### config.mk
export PLATFORM = sky130hd
export DESIGN_NAME = decode_issue_stage_flat
export DESIGN_NICKNAME = d
export VERILOG_FILES = /design/src/rtl/decode_issue_stage_pkg.sv /design/src/rtl/decode_issue_stage_if.sv /design/src/rtl/decode_scoreboard.sv /design/src/rtl/decode_issue_stage.sv /design/src/flat_wrapper.sv
export SDC_FILE = /design/constraint.sdc
export NUM_CORES = 1
export LEC_CHECK = 0
export CELL_PAD_IN_SITES_DETAIL_PLACEMENT = 1
export CELL_PAD_IN_SITES_GLOBAL_PLACEMENT = 2
export CORE_MARGIN = 1
export CORE_UTILIZATION = 32
export CTS_CLUSTER_DIAMETER = 40
export DETAILED_ROUTE_END_ITERATION = 8
export PLACE_DENSITY_LB_ADDON = 0.08
export SLEW_MARGIN = 15
export SYNTH_ARGS = -nofsm -noshare
export SYNTH_HDL_FRONTEND = slang
export SYNTH_HIERARCHICAL = 1
export SYNTH_SLANG_ARGS = --single-unit
export TNS_END_PERCENT = 20
### constraint.sdc
create_clock -name clk -period 13.4 [get_ports clk]
set_input_delay 4.02 -clock clk [delete_from_list [all_inputs] [get_ports clk]]
set_output_delay 4.02 -clock clk [all_outputs]
set_load 0.005 [all_outputs]
### src/rtl/decode_issue_stage_pkg.sv
// Shared decode definitions for decode_issue_stage: opcodes, field positions,
// the decoded-instruction record and the decode function.
package decode_issue_stage_pkg;

    localparam int DW   = 20;
    localparam int NREG = 8;
    localparam int AW   = 4;

    localparam int OPC_LSB  = 16;
    localparam int DEST_LSB = 12;
    localparam int SRC1_LSB = 8;
    localparam int SRC2_LSB = 4;
    localparam int IMM_LSB  = 0;

    localparam logic [3:0] OP_NOP       = 4'h0;
    localparam logic [3:0] OP_ALU_FIRST = 4'h1;
    localparam logic [3:0] OP_ALU_LAST  = 4'h7;
    localparam logic [3:0] OP_LDI       = 4'h8;
    localparam logic [3:0] OP_ADDI      = 4'h9;
    localparam logic [3:0] OP_LD        = 4'hA;
    localparam logic [3:0] OP_ST        = 4'hB;
    localparam logic [3:0] OP_BEQ       = 4'hC;

    typedef struct packed {
        logic [3:0]    opcode;
        logic [AW-1:0] dest;
        logic [AW-1:0] src1;
        logic [AW-1:0] src2;
        logic [7:0]    imm;
        logic          r1_en;
        logic          r2_en;
        logic          we;
        logic          illegal;
    } dec_t;

    function automatic logic idx_ok(input logic [AW-1:0] idx);
        return idx < AW'(NREG);
    endfunction

    function automatic dec_t decode(input logic [DW-1:0] instr);
        dec_t          d;
        logic [3:0]    op;
        logic [AW-1:0] f_dest;
        logic [AW-1:0] f_src1;
        logic [AW-1:0] r2_idx;
        logic          u1;
        logic          u2;
        logic          w;
        logic          bad;
        op     = instr[OPC_LSB +: 4];
        f_dest = instr[DEST_LSB +: AW];
        f_src1 = instr[SRC1_LSB +: AW];
        r2_idx = (op == OP_ST) ? f_dest : instr[SRC2_LSB +: AW];
        u1  = 1'b0;
        u2  = 1'b0;
        w   = 1'b0;
        bad = 1'b0;
        if (op == OP_NOP) begin
            bad = 1'b0;
        end else if (op >= OP_ALU_FIRST && op <= OP_ALU_LAST) begin
            u1 = 1'b1; u2 = 1'b1; w = 1'b1;
        end else if (op == OP_LDI) begin
            w = 1'b1;
        end else if (op == OP_ADDI || op == OP_LD) begin
            u1 = 1'b1; w = 1'b1;
        end else if (op == OP_ST) begin
            u1 = 1'b1; u2 = 1'b1;
        end else if (op == OP_BEQ) begin
            u1 = 1'b1; u2 = 1'b1;
        end else begin
            bad = 1'b1;
        end
        // Only fields the opcode actually uses can make it illegal.
        bad = bad || (u1 && !idx_ok(f_src1)) || (u2 && !idx_ok(r2_idx))
                  || (w && !idx_ok(f_dest));
        d         = '0;
        d.opcode  = op;
        d.dest    = f_dest;
        d.imm     = instr[IMM_LSB +: 8];
        d.illegal = bad;
        if (!bad) begin
            d.r1_en = u1;
            d.r2_en = u2;
            d.we    = w;
            d.src1  = u1 ? f_src1 : '0;
            d.src2  = u2 ? r2_idx : '0;
        end
        return d;
    endfunction

endpackage

### src/rtl/decode_issue_stage_if.sv
// Fetch, execute and writeback signals of decode_issue_stage.
// slave: the decode stage; master: the surrounding pipeline.
interface decode_issue_stage_if
    import decode_issue_stage_pkg::*;
    ();
    logic          in_valid;
    logic          in_ready;
    logic [DW-1:0] in_instr;
    logic          flush;
    logic          out_valid;
    logic          out_ready;
    logic [3:0]    out_opcode;
    logic [AW-1:0] out_dest;
    logic [AW-1:0] Reg1;
    logic [AW-1:0] Reg2;
    logic [7:0]    out_imm;
    logic          out_we;
    logic          out_illegal;
    logic          wb_valid;
    logic [AW-1:0] wb_dest;

    modport slave (
        input  in_valid, in_instr, flush, out_ready, wb_valid, wb_dest,
        output in_ready, out_valid, out_opcode, out_dest, Reg1, Reg2,
               out_imm, out_we, out_illegal
    );

    modport master (
        output in_valid, in_instr, flush, out_ready, wb_valid, wb_dest,
        input  in_ready, out_valid, out_opcode, out_dest, Reg1, Reg2,
               out_imm, out_we, out_illegal
    );
endinterface

### src/rtl/decode_scoreboard.sv
// Pending-write scoreboard: one bit per architectural register, with a
// combinational hazard query for three register indices.
module decode_scoreboard
    import decode_issue_stage_pkg::*;
(
    input  logic                clk,
    input  logic                Reset,
    input  logic                set_en,
    input  logic [AW-1:0]       set_idx,
    input  logic                clr_en,
    input  logic [AW-1:0]       clr_idx,
    input  logic                held_en,
    input  logic [AW-1:0]       held_idx,
    input  logic [2:0]          q_en,
    input  logic [2:0][AW-1:0]  q_idx,
    output logic                hazard,
    output logic [NREG-1:0]     pending
);

    function automatic logic [NREG-1:0] onehot(input logic [AW-1:0] idx);
        logic [NREG-1:0] oh;
        oh = '0;
        for (int unsigned i = 0; i < NREG; i++) begin
            oh[i] = (idx == AW'(i));
        end
        return oh;
    endfunction

    logic [NREG-1:0] set_oh;
    logic [NREG-1:0] clr_oh;
    logic [NREG-1:0] busy;

    assign set_oh = set_en  ? onehot(set_idx) : '0;
    assign clr_oh = clr_en  ? onehot(clr_idx) : '0;
    // A retiring write frees its register this cycle; the held output is
    // already committed to write even though it is not yet in the vector.
    assign busy   = (pending & ~clr_oh) | (held_en ? onehot(held_idx) : '0);

    always_comb begin
        hazard = 1'b0;
        for (int unsigned k = 0; k < 3; k++) begin
            if (q_en[k] && |(busy & onehot(q_idx[k]))) begin
                hazard = 1'b1;
            end
        end
    end

    always_ff @(posedge clk or posedge Reset) begin
        if (Reset) begin
            pending <= '0;
        end else begin
            pending <= (pending & ~clr_oh) | set_oh;
        end
    end

endmodule

### src/rtl/decode_issue_stage.sv
// Decode/issue stage with register scoreboard and RAW/WAW stall.
// Optional `define DECODE_PERF_CNT_EN adds the saturating stall_cnt output.
module decode_issue_stage
    import decode_issue_stage_pkg::*;
(
    input  logic                 clk,
    input  logic                 Reset,
    decode_issue_stage_if.slave  bus
`ifdef DECODE_PERF_CNT_EN
    ,
    output logic [15:0]          stall_cnt
`endif
);

    dec_t            dec;
    logic            hazard;
    logic            accept;
    logic            issue_we;
    logic [NREG-1:0] pending;

    assign dec      = decode(bus.in_instr);
    assign bus.in_ready = (!bus.out_valid || bus.out_ready) && !hazard && !bus.flush;
    assign accept   = bus.in_valid && bus.in_ready;
    assign issue_we = bus.out_valid && bus.out_ready && bus.out_we && !bus.flush;

    decode_scoreboard u_sb (
        .clk      (clk),
        .Reset    (Reset),
        .set_en   (issue_we),
        .set_idx  (bus.out_dest),
        .clr_en   (bus.wb_valid),
        .clr_idx  (bus.wb_dest),
        .held_en  (bus.out_valid && bus.out_we),
        .held_idx (bus.out_dest),
        .q_en     ({dec.we, dec.r2_en, dec.r1_en}),
        .q_idx    ({dec.dest, dec.src2, dec.src1}),
        .hazard   (hazard),
        .pending  (pending)
    );

    always_ff @(posedge clk or posedge Reset) begin
        if (Reset) begin
            bus.out_valid   <= 1'b0;
            bus.out_opcode  <= '0;
            bus.out_dest    <= '0;
            bus.Reg1        <= '0;
            bus.Reg2        <= '0;
            bus.out_imm     <= '0;
            bus.out_we      <= 1'b0;
            bus.out_illegal <= 1'b0;
        end else if (bus.flush) begin
            bus.out_valid <= 1'b0;
        end else if (accept) begin
            bus.out_valid   <= 1'b1;
            bus.out_opcode  <= dec.opcode;
            bus.out_dest    <= dec.dest;
            bus.Reg1        <= dec.src1;
            bus.Reg2        <= dec.src2;
            bus.out_imm     <= dec.imm;
            bus.out_we      <= dec.we;
            bus.out_illegal <= dec.illegal;
        end else if (bus.out_ready) begin
            bus.out_valid <= 1'b0;
        end
    end

`ifdef DECODE_PERF_CNT_EN
    always_ff @(posedge clk or posedge Reset) begin
        if (Reset) begin
            stall_cnt <= '0;
        end else if (bus.in_valid && hazard && !bus.flush && stall_cnt != '1) begin
            stall_cnt <= stall_cnt + 16'd1;
        end
    end
`endif

endmodule

### src/flat_wrapper.sv
// flat-port wrapper written by rule: the top's interface ports become plain ports
module decode_issue_stage_flat import decode_issue_stage_pkg::*;
  (clk, Reset, bus_in_valid, bus_in_instr, bus_flush, bus_out_ready, bus_wb_valid, bus_wb_dest, bus_in_ready, bus_out_valid, bus_out_opcode, bus_out_dest, bus_Reg1, bus_Reg2, bus_out_imm, bus_out_we, bus_out_illegal);
  decode_issue_stage_if bus_i ();
  input  logic clk;
  input  logic Reset;
  input wire logic [$bits(bus_i.in_valid)-1:0] bus_in_valid;
  input wire logic [$bits(bus_i.in_instr)-1:0] bus_in_instr;
  input wire logic [$bits(bus_i.flush)-1:0] bus_flush;
  input wire logic [$bits(bus_i.out_ready)-1:0] bus_out_ready;
  input wire logic [$bits(bus_i.wb_valid)-1:0] bus_wb_valid;
  input wire logic [$bits(bus_i.wb_dest)-1:0] bus_wb_dest;
  output wire logic [$bits(bus_i.in_ready)-1:0] bus_in_ready;
  output wire logic [$bits(bus_i.out_valid)-1:0] bus_out_valid;
  output wire logic [$bits(bus_i.out_opcode)-1:0] bus_out_opcode;
  output wire logic [$bits(bus_i.out_dest)-1:0] bus_out_dest;
  output wire logic [$bits(bus_i.Reg1)-1:0] bus_Reg1;
  output wire logic [$bits(bus_i.Reg2)-1:0] bus_Reg2;
  output wire logic [$bits(bus_i.out_imm)-1:0] bus_out_imm;
  output wire logic [$bits(bus_i.out_we)-1:0] bus_out_we;
  output wire logic [$bits(bus_i.out_illegal)-1:0] bus_out_illegal;
  assign bus_i.in_valid = bus_in_valid;
  assign bus_i.in_instr = bus_in_instr;
  assign bus_i.flush = bus_flush;
  assign bus_i.out_ready = bus_out_ready;
  assign bus_i.wb_valid = bus_wb_valid;
  assign bus_i.wb_dest = bus_wb_dest;
  assign bus_in_ready = bus_i.in_ready;
  assign bus_out_valid = bus_i.out_valid;
  assign bus_out_opcode = bus_i.out_opcode;
  assign bus_out_dest = bus_i.out_dest;
  assign bus_Reg1 = bus_i.Reg1;
  assign bus_Reg2 = bus_i.Reg2;
  assign bus_out_imm = bus_i.out_imm;
  assign bus_out_we = bus_i.out_we;
  assign bus_out_illegal = bus_i.out_illegal;
  decode_issue_stage u_core (.clk(clk), .Reset(Reset), .bus(bus_i));
endmodule
==> impl_metrics.tcl <==
set metrics [dict create \
    status "completed" \
    ant_nets 0 \
    fp.dieArea_sq_mm 0.00740 \
    drv_cap 0 \
    drive_gt1_share_pct 14.7 \
    grt_pass1_vias 2051 \
    max-slew-margin-rel_pct 41.9 \
    min_period_ps 11790 \
    p_leak_nw 1.17 \
    core_sq_mm 0.00679 \
    path_clk_slew_ps 80 \
    drt-initial-drc-count 93 \
    worstPathArrival_ps 7770 \
    finalHoldViolations 0 \
    setup_ws_ps 1610 \
    route.met2.wl_microns 3160 \
    routed_wl_microns 6500 \
    rsz0062_at_grt "false" \
    post_drt_wl_per_cell_microns 16.8 \
    critPathSlowestCell "nor3_1" \
    fmax_mhz 84.8 \
    worst_hold_slack_ps 491 \
    num_antenna_cells 0 \
    grt_usage_pct 19.0 \
    numCtsBuffers 5 \
    synthArstFlopShare_pct 100 \
    setup_viol 0 \
    num_vias 1959 \
    grt_antenna_before_repair 0 \
    critical-path-max-stage-delay_ps 720 \
    drt-vias-per-instance 5.05 \
    io_buffers 57 \
    ioPinCount 58 \
    top_layer "met4" \
    final.period_utilization_pct 88.0 \
    chipWidth_microns 86.0 \
    yosysWarnings 6 \
    seq_area_frac_synth_pct 38.8 \
    synth_edf_count 0 \
    crit_path_end_kind "output port" \
    powerDensity_mw_per_mm2 96.4 \
    fill_cells 779 \
    worst_pin_slew_ps 865 \
    vdd_ir_drop_max_v 0.0000445 \
    ys_seq_elements 35 \
    critPathKind "in -> out" \
    cts_buffer_depth 2 \
    post-route-util_pct 44.3 \
    postCtsSetupBuffers 0 \
    clk_latency_ps 290 \
    yosys_most_used_dff "dfrtp_1" \
    place_hpwl_microns 4820 \
    syn2layout_area_growth_pct 33.3 \
    die_y_microns 86.0 \
    slew_viol_final 0 \
    routed-wl-met3_microns 235 \
    grt_remaining_overflow 0 \
    required_ps 9380 \
    initial_utilization_pct 33.2 \
    cp_max_fo 12 \
    crit_chain "clkdlybuf4s50_1, or3b_1, a21oi_1, nor2_1, nor3_1, xnor2_1, nand2_1, nor4_1, a21oi_1, nand4_1, a221o_1, nor2_1, and2_1, clkdlybuf4s50_1" \
    synthCells 231 \
    cts.sinks 35 \
    cts_tree "built" \
    synth_area_sq_mm 0.00226 \
    grt_max_degree 34 \
    setup_tns_ps 0 \
    h-tree-depth 2 \
    wirelength_met1_microns 3050 \
    post_cts_resize_count 0 \
    finClkSkew_ps 7.94 \
    cts_hold_buf 0 \
    rows 30 \
    drc 0 \
    grt_pass1_wl_microns 10700 \
    ys_types 57 \
    cts-root-buf "clkbuf_8" \
    design_power_total_w 0.000290 \
    place_congestion 0.802 \
    cp-start-kind "input port" \
    hold_class "reg -> reg" \
    post-place-ws_ps 1600 \
    syn_avg_cell_area_sq_um 9.78 \
    drt_pre_antenna_iters 4 \
    finalNetCount 321 \
]
[cell usage after synthesis (5+ instances only)]
| master | n | area share (%) |
|---|---|---|
| nor3b_1 | 5 | 1.7 |
| mux2i_1 | 7 | 3.1 |
| o21ai_0 | 12 | 2.7 |
| and2_1 | 7 | 1.9 |
| dfrtp_1 | 35 | 39 |
| inv_1 | 9 | 1.5 |
| a21oi_1 | 7 | 1.6 |
| clkbuf_1 | 5 | 0.83 |
| nand2_1 | 14 | 2.3 |
| mux2_2 | 17 | 8.5 |
| nor2_1 | 15 | 2.5 |
| nand2b_1 | 9 | 2.5 |
[worst paths after layout]
kind	from	end	slack (ps)	depth (start not counted)
max	bus_in_instr[18]	bus_in_ready	1610	14
min	u_core/bus.Reg2[1]$_DFFE_PP0P_	u_core/bus.Reg2[1]$_DFFE_PP0P_	490	2
max reg2reg	u_core/bus.out_dest[1]$_DFFE_PP0P_	u_core/bus.Reg1[2]$_DFFE_PP0P_	10440	11
min reg2reg	u_core/bus.Reg2[1]$_DFFE_PP0P_	u_core/bus.Reg2[1]$_DFFE_PP0P_	490	2
max in group asynchronous	Reset	u_core/bus.out_we$_DFFE_PP0P_	8990	3
min in group asynchronous	Reset	u_core/u_sb/pending[3]$_DFF_PP0_	4010	2
[area by class of cell]
class	instances	area, sq um	share of cell area (%)
Clock buffer	5	68.8	2.29
Clock inverter	3	23.8	0.790
Inverter	9	33.8	1.12
Multi-Input combinational cell	181	1300	43.3
Sequential cell	35	876	29.1
Tap cell	96	120	3.99
Timing Repair Buffer	59	586	19.5
[cells in the final DEF (no fill, tap or decap), drive strengths merged, types with 3 or more instances in the layout]
cell type      synthesis  final
a32o                   3      3
clkdlybuf4s50          0     57
nand3                  4      4
a21oi                  8      8
xor2                   3      3
dfrtp                 35     35
nand2b                 9      9
or3b                   3      3
nand3b                 4      4
nor3b                  5      5
mux2i                  7      7
nor2                  15     15
o21ai                 19     19
inv                    9     10
mux2                  17     17
or2                    5      5
xnor2                  4      4
nand2                 14     14
o31ai                  7      7
and2                   7      7
a211oi                 3      3
conb                   1      7
nor4bb                 3      3
nor3                   3      3
clkbuf                 5      5
nor2b                  4      4
[state kept, by name, summed over array words and instances, names as in the netlist]
register                cells
u_core/bus.out_valid        1
u_core/bus.out_illegal      1
u_core/bus.out_imm          8
u_core/bus.out_opcode       4
u_core/bus.Reg1             4
u_core/bus.out_dest         4
u_core/bus.Reg2             4
u_core/u_sb/pending         8
u_core/bus.out_we           1
[layer usage]
layer  GRT usage, %  vias to the layer above
li1               -                      955
met1           24.7                      966
met2           32.0                       33
met3           4.04                        5
met4           4.55                        0
met5              0                        -
[where the power goes]
group / switching, W / total [W] / internal, W
Combinational: 0.0000325 / 0.0000793 / 0.0000468
Sequential: 0.0000125 / 0.000130 / 0.000117
Clock: 0.0000440 / 0.0000812 / 0.0000372
[critical path: cells and delay by family]
family                 cells  cell delay, ps
AND/OR/NAND/NOR            8            1770
AO/OA/AOI/OAI              3             660
buffers and inverters      2            1170
XOR/XNOR                   1             140
[through the flow]
step / cell area (sq um) / cells
5_1_grt: 3010 / 388
3_3_place_gp: 2920 / 380
4_1_cts: 3010 / 388
2_1_floorplan: 2280 / 237
6_report: 3010 / 388
3_5_place_dp: 2920 / 380
[cell families after synthesis]
logic type      synth area share, %
xor+xnor                       2.71
buf+inv                        4.54
simple gates                   21.8
mux                            11.6
other cells                   0.166
flops                          38.8
compound gates                 20.4
(Power assumes the default switching activity.)
